`src/rtl/uart_pkg.sv`:
```
// Shared defaults for the UART transmit path: data width, FIFO depth and
// the occupancy-counter width helper.
package uart_pkg;
  localparam int BITWIDTH   = 8;
  localparam int FIFO_DEPTH = 16;

  // One extra bit so the counter can represent a completely full FIFO.
  function automatic int cnt_w(input int depth);
    return $clog2(depth) + 1;
  endfunction
endpackage

```
`src/rtl/tx_fifo_mem.sv`:
```
// DEPTH x WIDTH storage with one write port and one registered read port.
// Only the read register is reset; the array itself is never cleared.
module tx_fifo_mem #(
  parameter  int WIDTH = 8,
  parameter  int DEPTH = 16,
  localparam int AW    = $clog2(DEPTH)
) (
  input  logic             clk_i,
  input  logic             rst_ni,
  input  logic             we_i,
  input  logic [AW-1:0]    waddr_i,
  input  logic [WIDTH-1:0] wdata_i,
  input  logic             re_i,
  input  logic [AW-1:0]    raddr_i,
  output logic [WIDTH-1:0] rdata_o
);
  logic [WIDTH-1:0] mem_q [DEPTH];
  logic [WIDTH-1:0] rdata_q;

  always_ff @(posedge clk_i) begin
    if (we_i) mem_q[waddr_i] <= wdata_i;
  end

  // Read-before-write: a same-address write/read returns the old word.
  always_ff @(posedge clk_i or negedge rst_ni) begin
    if (!rst_ni)   rdata_q <= '0;
    else if (re_i) rdata_q <= mem_q[raddr_i];
  end

  assign rdata_o = rdata_q;
endmodule

```
`src/rtl/tx_fifo.sv`:
```
// Transmit FIFO: pointer, occupancy and status/error-flag control around a
// single tx_fifo_mem storage block.
module tx_fifo
  import uart_pkg::*;
#(
  parameter  int WIDTH     = BITWIDTH,
  parameter  int DEPTH     = FIFO_DEPTH,
  parameter  int AFULL_TH  = DEPTH - 2,
  parameter  int AEMPTY_TH = 2,
  localparam int CW        = cnt_w(DEPTH)
) (
  input  logic             tClk,
  input  logic             tRst,
  input  logic             tWR,
  input  logic [WIDTH-1:0] tdataIn,
  input  logic             tRD,
  output logic [WIDTH-1:0] tdataOut,
  output logic             tVALID,
  output logic             tEMPTY,
  output logic             tFULL,
  output logic             ttxrdy,
  output logic             tAFULL,
  output logic             tAEMPTY,
  output logic [CW-1:0]    tCount,
  output logic             tOVF,
  output logic             tUDF,
  input  logic             tClrErr
);
  localparam int            AW       = $clog2(DEPTH);
  localparam logic [CW-1:0] DEPTH_C  = CW'(DEPTH);
  localparam logic [CW-1:0] AFULL_C  = CW'(AFULL_TH);
  localparam logic [CW-1:0] AEMPTY_C = CW'(AEMPTY_TH);

  logic [AW-1:0] wr_ptr_q, wr_ptr_d;
  logic [AW-1:0] rd_ptr_q, rd_ptr_d;
  logic [CW-1:0] count_q, count_d;
  logic          vld_q, vld_d;
  logic          ovf_q, ovf_d;
  logic          udf_q, udf_d;
  logic          wr_acc, rd_acc;
  logic          empty, full;

  assign empty = (count_q == '0);
  assign full  = (count_q == DEPTH_C);

  // A read frees a slot on the same edge, so a full FIFO may still take a write.
  assign wr_acc = tWR && (!full || tRD);
  assign rd_acc = tRD && !empty;

  always_comb begin
    wr_ptr_d = wr_ptr_q;
    rd_ptr_d = rd_ptr_q;
    count_d  = count_q;
    vld_d    = rd_acc;
    ovf_d    = ovf_q;
    udf_d    = udf_q;

    if (wr_acc) wr_ptr_d = wr_ptr_q + AW'(1);
    if (rd_acc) rd_ptr_d = rd_ptr_q + AW'(1);

    if (wr_acc && !rd_acc)      count_d = count_q + CW'(1);
    else if (rd_acc && !wr_acc) count_d = count_q - CW'(1);

    // A new error in the clear cycle keeps the flag set.
    if (tClrErr) begin
      ovf_d = 1'b0;
      udf_d = 1'b0;
    end
    if (tWR && full && !tRD) ovf_d = 1'b1;
    if (tRD && empty)        udf_d = 1'b1;
  end

  always_ff @(posedge tClk or negedge tRst) begin
    if (!tRst) begin
      wr_ptr_q <= '0;
      rd_ptr_q <= '0;
      count_q  <= '0;
      vld_q    <= 1'b0;
      ovf_q    <= 1'b0;
      udf_q    <= 1'b0;
    end else begin
      wr_ptr_q <= wr_ptr_d;
      rd_ptr_q <= rd_ptr_d;
      count_q  <= count_d;
      vld_q    <= vld_d;
      ovf_q    <= ovf_d;
      udf_q    <= udf_d;
    end
  end

  tx_fifo_mem #(
    .WIDTH (WIDTH),
    .DEPTH (DEPTH)
  ) u_mem (
    .clk_i   (tClk),
    .rst_ni  (tRst),
    .we_i    (wr_acc),
    .waddr_i (wr_ptr_q),
    .wdata_i (tdataIn),
    .re_i    (rd_acc),
    .raddr_i (rd_ptr_q),
    .rdata_o (tdataOut)
  );

  assign tVALID  = vld_q;
  assign tEMPTY  = empty;
  assign tFULL   = full;
  assign ttxrdy  = !full;
  assign tAFULL  = (count_q >= AFULL_C);
  assign tAEMPTY = (count_q <= AEMPTY_C);
  assign tCount  = count_q;
  assign tOVF    = ovf_q;
  assign tUDF    = udf_q;
endmodule

```
`config.mk`:
```
export PLATFORM = sky130hd
export DESIGN_NAME = tx_fifo
export DESIGN_NICKNAME = d
export VERILOG_FILES = /design/src/rtl/uart_pkg.sv /design/src/rtl/tx_fifo_mem.sv /design/src/rtl/tx_fifo.sv
export SDC_FILE = /design/constraint.sdc
export NUM_CORES = 1
export LEC_CHECK = 0
export CAP_MARGIN = 40
export CELL_PAD_IN_SITES_DETAIL_PLACEMENT = 0
export CELL_PAD_IN_SITES_GLOBAL_PLACEMENT = 2
export CORE_MARGIN = 1.5
export CORE_UTILIZATION = 34
export DETAILED_ROUTE_END_ITERATION = 8
export PLACE_DENSITY = 0.68
export SLEW_MARGIN = 25
export SYNTH_ARGS = -nofsm -noshare
export SYNTH_HDL_FRONTEND = slang
export SYNTH_SLANG_ARGS = --single-unit
```
`constraint.sdc`:
```
create_clock -name tClk -period 2.85 [get_ports tClk]
set_input_delay 0.57 -clock tClk [delete_from_list [all_inputs] [get_ports tClk]]
set_output_delay 0.57 -clock tClk [all_outputs]
set_load 0.02 [all_outputs]
```
* Word-level counts from Yosys, hierarchy flattened *
Memories as Yosys holds them, arrays and structs flattened. A register that Yosys moved wholly into a read port is not among the register bits.
Index checks and enable logic that the tools add are counted.

storage, ports and cells
  register bits after elaboration = 16
  latch bits = 0
  bits in writable memories = 128
  bits in read-only memories = 0
  bits of input ports = 13
  output and inout bits = 21
  word-level logic and storage cells = 39
  memories kept = 1

operators by class
  $add $sub $neg = 4
  multiply operators = 0
  divide/modulo/power cells = 0
  $lt $le $gt $ge = 2
  eq/ne operators = 1
  shifts and indexed selects = 0
  muxes and demuxes = 7
  bitwise logic cells = 0
  reduce and logical (&&, ||, !) cells = 18

memory list
  memory       depth  bits a word  read ports  clocked after memory_dff  wr ports  line               RTL
  u_mem.mem_q  16     8            1           1                         1         tx_fifo_mem.sv:17  logic [WIDTH-1:0] mem_q [DEPTH];

operators with widths
  operator                                                                          count
  5-bit 2-to-1 mux                                                                  2
  4-bit by 1-bit adder with 4-bit output, second input constant                     2
  1-bit logical AND                                                                 7
  1-bit zero test                                                                   6
  2-bit nonzero test                                                                3
  5-bit by 1-bit adder with 5-bit output, second input constant                     1
  5-bit == test, second input constant                                              1
  5-bit by 4-bit >= comparator with 1-bit output, second input constant             1
  5-bit by 2-bit less-or-equal comparator with 1-bit output, second input constant  1
  5-bit zero test                                                                   1
  1-bit 2-to-1 mux                                                                  5
  5-bit by 1-bit subtractor with 5-bit output, second input constant                1
  1-bit logical OR                                                                  1

* Depth between registers and ports, before layout *
  word-level depth = 8
  mapped depth = 10
  depth with buffers taken out = 10

* Modules after synthesis *
From an unflattened synthesis, not the netlist that was laid out.

second synthesis, totals
  cell total of the unflattened synthesis = 316
  area total of the unflattened synthesis = 6208.5 sq um

modules (own cells, without submodules)
  module       instances  cells an instance  area an instance (sq um)  seq. area each (sq um)
  tx_fifo_mem  1          240                5331.4                    4043.9
  tx_fifo      1          76                 877.1                     400.4

* Worst setup path before layout *
Ideal clock, no wire load.

  kind = register -> register
  from = register count_q[3], in the netlist tCount[3]
  to = register count_q[4], in the netlist tCount[4]
  library setup time = 0.080 ns
  arrival time = 2.760 ns
  data required time = 2.770 ns
  slack = 0.009 ns
  cell stages (with the launch flop) = 11
  path buffers = 1
  clock period less this slack = 2.841 ns
  path through = dfrtp_1 or3_1 o31ai_2 buf_2 ha_1 inv_1 fa_1 a21o_1 a21oi_1 mux2i_1 xnor2_1

between the ends
  longest elaborated chain between the ends = 7
  elaborated cells on any way between the ends = 16
  classes of those cells = add/sub (2); eq/ne (1); mux (2); reduce/logical (11)

RTL lines
  what                                                                                 line           RTL
  start: declaration                                                                   tx_fifo.sv:36  logic [CW-1:0] count_q, count_d;
  start signal: assignment                                                             tx_fifo.sv:84  count_q <= count_d;
  branches (longest 7 deep; another with 5-bit by 1-bit subtractor with 5-bit output)  --

Several ways; the timed one is not identified. The select of a mux whose other input is x is not followed.
A chain may end at the register's enable or synchronous reset.

* Worst setup path in the final report *
  from = register count_q[4], in the netlist tCount[4]
  to = output port ttxrdy

between the ends
  longest elaborated chain between the ends = 2

RTL lines
  what              line            RTL
  5-bit == test     tx_fifo.sv:44   assign full = (count_q == DEPTH_C);
  1-bit zero test   tx_fifo.sv:108  assign ttxrdy = !full;
  end: declaration  tx_fifo.sv:21   output logic ttxrdy,

Every way passes these cells.

==> metrics.txt <==
status=finished, final reports clean; GP Congestion=0.725; CTS sink count=152; Tmin final=2.69 ns; max-slew violations=0; Max Cap Viol=0; Die Footprint=0.0187 mm^2; later-pin clock latency in the skew report=0.42 ns; Final Skew=0.00705 ns; fillcell total=1525; Iter 0 DRT Violations=146; peak supply drop=0.566 mV; Yosys top cell area share=0.630; IO Count=34; Final setup violation count=0; crit end category=output port; post-placement cell area=0.00680 mm^2; largest net degree at the start of global routing=28; RSZ-0062 raised after global routing=no; cell area after layout=0.00741 mm^2; number of global-route vias before repair=3209; CTS tree=yes; Area Overhead vs Synth=21.6%; PortBufs=33; synthesized area=0.00610 mm^2; # nets final=392; most common cell in the netlist=edfxtp_1; Leak=2.58 nW; Synth Register Bits=152; period utilisation layout=0.945; relative max-transition margin=0.590; async set or reset register ratio after synthesis=0.158; Primary FF master, synth=edfxtp_1; Data arrival, critical path=2.12 ns; Synth Area per Inst=19.6 um^2; top cells by area, synth=edfxtp_1 (63%), mux4_2 (12%), dfrtp_1 (9.8%); Tot GR Track Use=0.144; Placed Instances=575; PD cells=1030 mW/mm^2; Post-synth EDFFs=128; DIE HEIGHT=137 um; sequential share of the synthesized area=0.729; Vias=2987; Detail Route Antenna Nets=0; initial core utilization=0.350; Detail Placement HPWL=7760 um; hold_buf cts=0; Syn. warnings=0; layout cells sized above 1=0.233; Die W=137 um; Root Buffer=clkbuf_16; crit path launch type=flop; Synth top cells by count=edfxtp_1 (128), mux4_2 (32), dfrtp_1 (24); Post-CTS Setup Inserts=0; Residual DRC=0; Peak Freq=371 MHz; CTS buffer count=17; Critical Path RT=2.28 ns; Non-Filler Instances=607; largest area contributor in the netlist=edfxtp_1; first-pass GRT wire length=18800 um; CORE AREA=0.0174 mm^2; clock buffer depth=2; syn nets=334; final hold violation count=0; WS Path Type=flop to output port; Worst Hold Class=flop to flop; diode count=0; initial antenna violation count=0; Clock transition at path regs=0.06 ns; wire length per cell=20.0 um; Worst Max-Slew Pin Slew=0.613 ns; # H-tree levels=4; row count=48; final WL=12100 um; worst-path fanout max=5; Synth cell types=37; Post-Synthesis Cells=311; Vias/cell=4.92; total grt overflow=0; 1st-pass router iterations=4
-- where the power goes --
group / internal (mW) / switching (mW)
Sequential: 2.76 / 0.161
Clock: 1.43 / 0.875
Combinational: 1.15 / 1.23
Total: 5.34 / 2.26
-- registers in the layout, indices dropped and copies added (netlist names) --
signal and count:
rd_ptr_q 4, tCount 5, tOVF 1, tUDF 1, tVALID 1, u_mem.mem_q 128, u_mem.rdata_o 8, wr_ptr_q 4
-- per-stage QoR --
stage / TNS (ns) / utilization / total power, mW / setup WS, ns / hold WS, ns
final: 0 / 0.426 / 7.61 / 0.157 / 0.495
after global routing: 0 / 0.426 / 8.00 / 0.0617 / 0.520
after CTS: 0 / 0.426 / 7.71 / 0.0300 / 0.501
after detailed placement: -0.0232 / 0.391 / 5.40 / -0.0232 / 0.487
after global placement: 0 / 0.391 / 5.37 / 0.00304 / 0.480
after floorplan: 0 / - / 4.54 / 0.00914 / 0.274
-- worst max-delay path: stages, from the launching register on --
cell             delay, ns
dfrtp_2               0.41
or3b_4                0.41
or3_1                 0.33
clkdlybuf4s50_1       0.55
-- repair_timing --
action,4_1_cts,5_1_grt
pin swaps,0,0
cloned,0,0
setup endpoints to repair,1,1
resized for setup,2,1
-- area by class of cell --
| cell class | count | area [um^2] | area share |
|---|---|---|---|
| clock buffers | 22 | 464 | 0.0626 |
| inverters | 8 | 30.0 | 0.00405 |
| flip-flops and latches | 152 | 4450 | 0.600 |
| repair buffers | 52 | 487 | 0.0657 |
| clock inverters | 10 | 145 | 0.0196 |
| well taps | 225 | 282 | 0.0380 |
| multi-input cells | 138 | 1560 | 0.210 |
-- routing by layer --
metal | vias to the layer above | share of wire | GRT usage
met4 | 0 | 0.011 | 0.0491
met5 | - | 0 | 0
li1 | 1355 | - | -
met2 | 51 | 0.49 | 0.230
met3 | 11 | 0.040 | 0.0378
met1 | 1570 | 0.46 | 0.192
-- placed cells by master, fill, tap and decap left out, drive strengths merged, types with 3 or more instances in the layout --
cell type and instances:
nand2 16, clkdlybuf4s50 31, mux4 32, xnor2 9, and2 16, mux2i 16
o221ai 7, edfxtp 128, dfrtp 24, bufinv 3, clkbuf 22, a21oi 3
ha 9, buf 19, nor2 3, o21ai 3, inv 11
-- logic make-up (layout without fill, tap and decap cells) --
kind of cell | count (synthesis) | in the layout | synth area share
AO/OA/AOI/OAI | 22 | 22 | 0.0314
multiplexers | 49 | 49 | 0.146
flip-flops | 152 | 152 | 0.729
buffers and inverters | 21 | 92 | 0.0154
adder cells (fa/ha/maj) | 10 | 10 | 0.0217
XOR/XNOR | 10 | 10 | 0.0144
AND/OR/NAND/NOR | 47 | 47 | 0.0421
-- path summary, 6_finish.rpt --
kind                       slack [ns]          end  depth (start not counted)      start
max                              0.16       ttxrdy                          3  tCount[4]
min                              0.50         tOVF                          1       tOVF
max reg2reg                      0.22    tCount[4]                          9  tCount[4]
min reg2reg                      0.50         tOVF                          1       tOVF
max in group asynchronous        2.04    tCount[4]                          2       tRst
min in group asynchronous        0.53  wr_ptr_q[0]                          2       tRst
No activity file was read; power rests on OpenSTA's default activity.
==> variant 1: new RTL, same flow settings <==
`FIFO_DEPTH`: 16 -> 64.
--- a/src/rtl/uart_pkg.sv
+++ b/src/rtl/uart_pkg.sv
@@ -2,7 +2,7 @@
 // the occupancy-counter width helper.
 package uart_pkg;
   localparam int BITWIDTH   = 8;
-  localparam int FIFO_DEPTH = 16;
+  localparam int FIFO_DEPTH = 64;
 
   // One extra bit so the counter can represent a completely full FIFO.
   function automatic int cnt_w(input int depth);
Interface: changed (resized tCount); port bits go from 34 to 36. No check against the original RTL was run, so the function may have changed too.
==> variant 1 against the unedited design <==
The run now ends with setup timing left. Clock skew increased by 20 ps. Synthesized cell count increased to 3.5 times the old value. Wire length increased to 4.2 times the old value. Count of clock-buffer cells in the layout increased by 57. Area after synthesis increased to 3.5 times the old value. Total power increased to 3.2 times the old value. Combinational power increased to 3.1 times the old value. Sequential share of layout area increased by 3.0 points. Non-clock buffer count increased by 110. Cell area increased to 3.5 times the old value. Global-route usage increased by 1.7 points. Critical endpoint is now tCount[5]. Worst setup slack got worse by 180 ps. Sequential cell count increased by 390. Die area increased to 3.4 times the old value.
==> variant 1: results (changes against the unedited design) <==
| Metric | Value |
|---|---|
| Max Buffers Root-to-Sink | `3 (+1)` |
| Nets | `1286 (+230%)` |
| Post-synth EDFFs | `512 (+300%)` |
| GPL Wtd Cong | `0.7769 (+7.1%)` |
| # port buffers | `35 (+6.1%)` |
| Peak VDD IR | `0.0004755 V (-16%)` |
| Power share of the combinational group | `0.301 (-0.011)` |
| Max stage delay cell, worst path | `or4_4` |
| Routed wl met3 | `2684 um (+460%)` |
| Relative slew slack | `0.4618 (-0.1283)` |
| Grt met1 use | `0.2296 (+0.03802)` |
| Violated checks | `setup timing` |
| Clk_skew | `27.33 ps (+20.28 ps)` |
| Layout cell share with drive strength beyond 1 | `0.2855 (+0.05251)` |
| Syn_nets | `1123 (+240%)` |
| Drt initial violations | `900 (+520%)` |
| WL met1 | `23230 um (+320%)` |
| Vias | `10760 (+260%)` |
| GRT met2 Usage | `0.2561 (+0.02637)` |
| Worst path max stage delay | `520 ps (-30 ps)` |
| CTS HTree Levels | `2 (-2)` |
| Detailed placement HPWL | `32940 um (+320%)` |
| Fin util | `0.4134 (-0.01221)` |
| Sw Ratio | `0.3020 (+0.004437)` |
| Largest net degree at the start of global routing | `65 (+130%)` |
| Top cells by area, synth | `edfxtp_1 (72%), mux4_2 (11%), dfrtp_1 (3.5%), mux2i_1 (2.0%), nor2_1 (1.5%)` |
| Setup tns final | `-18.84 ps (-18.84 ps)` |
| WL met2 | `24260 um (+310%)` |
| Final Setup Violations | `1 (+1)` |
| WL/cell | `23.83 um (+19%)` |
| Sequential fraction of the synthesis area | `0.7539 (+0.02514)` |
| FFs w/ async S/R, synth | `0.05535 (-0.1025)` |
| Status | `complete, but fails checks` |
| First-pass GRT wire length | `75370 um (+300%)` |
| Total GRT Usage | `0.1614 (+0.01734)` |
| Met3 Use GR | `0.03042 (-0.007357)` |
| Max FO, Critical Path | `4 (-1)` |
| Min setup slack post-route | `-18.84 ps (-176.0 ps)` |
| Hold Crit Class | `in2reg` |
| Clk_lat worst skew | `620 ps (+200 ps)` |
| CTS buffer count | `56 (+39)` |
| P_leak | `0.008347 uW (+220%)` |
| Fillcell total | `5536 (+260%)` |
==> variant 1: cell count changes in the layout (fill, tap and decap cells not counted), moves of 41 or more <==
cell,before,now
edfxtp_1,128,512
nor2_1,3,88
buf_4,18,102
mux4_2,32,104
a22oi_1,0,41
clkbuf_16,17,58
==> variant 1: what timing repair did <==
item,in CTS,in global routing
gates resized for setup,14,5
hold buffers,0,1
endpoints found under the hold margin,0,6
setup endpoints to repair,6,6
buffers inserted,3,0
pin swaps,9,1
==> variant 1: kinds of logic after synthesis <==
group	synth area share
buffers and inverters	0.01533
xor gates and xnor gates	0.005733
muxes	0.1381
and+or+nand+nor	0.04054
adders and majority gates	0.006201
DFF	0.7539
AOI/OAI and AO/OA	0.04025
==> variant 1: area by class of cell <==
class	count	area share
repair buffers	162	0.05760
flip-flops and latches	542	0.6301
clock buffers	79	0.06210
multi-input cells	490	0.1960
inverters	11	0.001808
clock inverters	26	0.01143
well taps	837	0.04089
==> variant 1: final timing paths <==
path	slack, ps	endpoint	from	cells past startpoint
setup / recovery	-20	tCount[5]	tCount[2]	12
hold / removal	270	u_mem.mem_q[3][6]	tdataIn[6]	1
setup reg to reg	-20	tCount[5]	tCount[2]	12
hold reg to reg	510	u_mem.rdata_o[2]	u_mem.rdata_o[2]	2
max in group asynchronous	2050	rd_ptr_q[1]	tRst	3
min in group asynchronous	330	tCount[5]	tRst	2
==> variant 1: metrics by stage <==
stage	hold slack, ps	cells	total power [uW]	worst slack, ps	area, um2
2_1_floorplan	274.4	1100	14140	-208.7	21440
3_3_place_gp	515.0	2026	16970	-144.8	23530
3_5_place_dp	502.3	2028	17040	-184.4	23550
4_1_cts	52.85	2136	24540	-37.65	25510
5_1_grt	256.9	2147	25350	-110.6	25610
6_report	271.7	2147	24310	-18.84	25610
==> variant 2: new RTL, same flow settings <==
Without the edit above. Reset style: synchronous (`rst_ni` and `tRst`), changed in 2 clocked blocks.
--- a/src/rtl/tx_fifo_mem.sv
+++ b/src/rtl/tx_fifo_mem.sv
@@ -22,7 +22,7 @@
   end
 
   // Read-before-write: a same-address write/read returns the old word.
-  always_ff @(posedge clk_i or negedge rst_ni) begin
+  always_ff @(posedge clk_i) begin
     if (!rst_ni)   rdata_q <= '0;
     else if (re_i) rdata_q <= mem_q[raddr_i];
   end
--- a/src/rtl/tx_fifo.sv
+++ b/src/rtl/tx_fifo.sv
@@ -70,7 +70,7 @@
     if (tRD && empty)        udf_d = 1'b1;
   end
 
-  always_ff @(posedge tClk or negedge tRst) begin
+  always_ff @(posedge tClk) begin
     if (!tRst) begin
       wr_ptr_q <= '0;
       rd_ptr_q <= '0;
Function: differs if tRst is asserted again (counterexample within 4 cycles, from zero or initial values and one cycle with tRst low); with tRst held inactive, the same outputs for 10 cycles.
==> variant 2 against the unedited design <==
Wire length increased by 14%. Count of clock-buffer cells in the layout decreased by 1. Area after synthesis increased by 0.47%. Sequential cell count unchanged. Critical path type unchanged. Highest routed layer unchanged. Sequential share of layout area decreased by 2.4 points. Global-route usage increased by 1.4 points. Worst setup slack got worse by 53 ps. Cell area increased by 1.6%. Total power decreased by 16%.
==> variant 2: results (changes against the unedited design) <==
| Metric | Value |
|---|---|
| Vias in the first global route | `3657 (+14%)` |
| Syn_nets | `424 (+27%)` |
| WL met2 | `6642 um (+12%)` |
| P_leak | `0.002427 uW (-5.9%)` |
| Placed inst area | `0.006867 mm2 (+0.96%)` |
| Fillcell total | `1559 (+2.2%)` |
| WL final | `13870 um (+14%)` |
| Top cells by area, synth | `edfxtp_1 (63%), mux2i_1 (11%), dfxtp_1 (7.8%), o22ai_1 (3.3%), ha_1 (1.8%)` |
| Layout cell share with drive strength beyond 1 | `0.1478 (-0.08523)` |
| Hold Path Depth | `2 (+1)` |
| Sw Ratio | `0.2652 (-0.03229)` |
| WL met1 | `6349 um (+14%)` |
| Cell Count Post-Placement | `660 (+15%)` |
| CP arrival | `2180 ps (+60 ps)` |
| Combinational power | `1270 uW (-46%)` |
| GRT met2 Usage | `0.2566 (+0.02680)` |
| CP Launch Point | `tCount[1]` |
| Average size of a mapped cell | `15.28 um2 (-22%)` |
| R2R depth | `10 (+1)` |
| FFs w/ async S/R, synth | `0 (-0.1579)` |
| Sequential share of power | `0.416 (+0.031)` |
| Status | `completed` |
| Worst Tran Pin Value | `769.5 ps (+156.5 ps)` |
| Fmax | `364.2 MHz (-1.9%)` |
| Post-synthesis cell type count | `36 (-2.7%)` |
| Pre-CTS setup slack | `126.1 ps (+149.3 ps)` |
| Worst path max stage delay | `620 ps (+70 ps)` |
| Detailed placement HPWL | `9104 um (+17%)` |
| Seq. pwr | `2670 uW (-8.9%)` |
| Largest net degree at the start of global routing | `45 (+61%)` |
| Sequential fraction of the synthesis area | `0.7057 (-0.02303)` |
| GPL Wtd Cong | `0.7662 (+5.6%)` |
| Drt initial violations | `224 (+53%)` |
| End of the worst hold path | `u_mem.rdata_o[1]` |
| Synth cell count leaders | `edfxtp_1 (128), mux2i_1 (70), o22ai_1 (32), dfxtp_1 (24), nor2_1 (16)` |
| Nets | `477 (+22%)` |
| Post-CTS sizing | `0 (-2)` |
| Peak VDD IR | `0.0004346 V (-23%)` |
-- variant 2: cell count changes in the layout (fill, tap and decap cells not counted), sizes merged, moves of 13 or more --
cell	unedited run	this run
mux2i	16	70
mux4	32	0
o22ai	0	32
dfrtp	24	0
dfxtp	0	24
nor2	3	16
-- variant 2: kinds of logic (layout without fill, tap and decap cells) --
kind of cell	count (synthesis)	after routing	share of synthesized area
and+or+nand+nor	69	69	0.06106
DFF	152	152	0.7057
muxes	70	70	0.1144
xor gates and xnor gates	8	8	0.01144
adders and majority gates	10	10	0.02165
buffers and inverters	30	96	0.02144
AOI/OAI and AO/OA	62	62	0.06432
-- variant 2: final cells by class --
class / count / share of cell area
clock buffer: 21 / 0.06249
clock inverter: 11 / 0.02543
inverter: 6 / 0.003656
multi-input combinational: 219 / 0.2250
sequential: 152 / 0.5759
tap: 225 / 0.03739
timing repair buffer: 58 / 0.07013
-- variant 2: tightest hold or removal path: cells and delay by family (launching register included) --
family / cells / cell delay [ps]
compound gates: 2 / 190
flops: 1 / 310
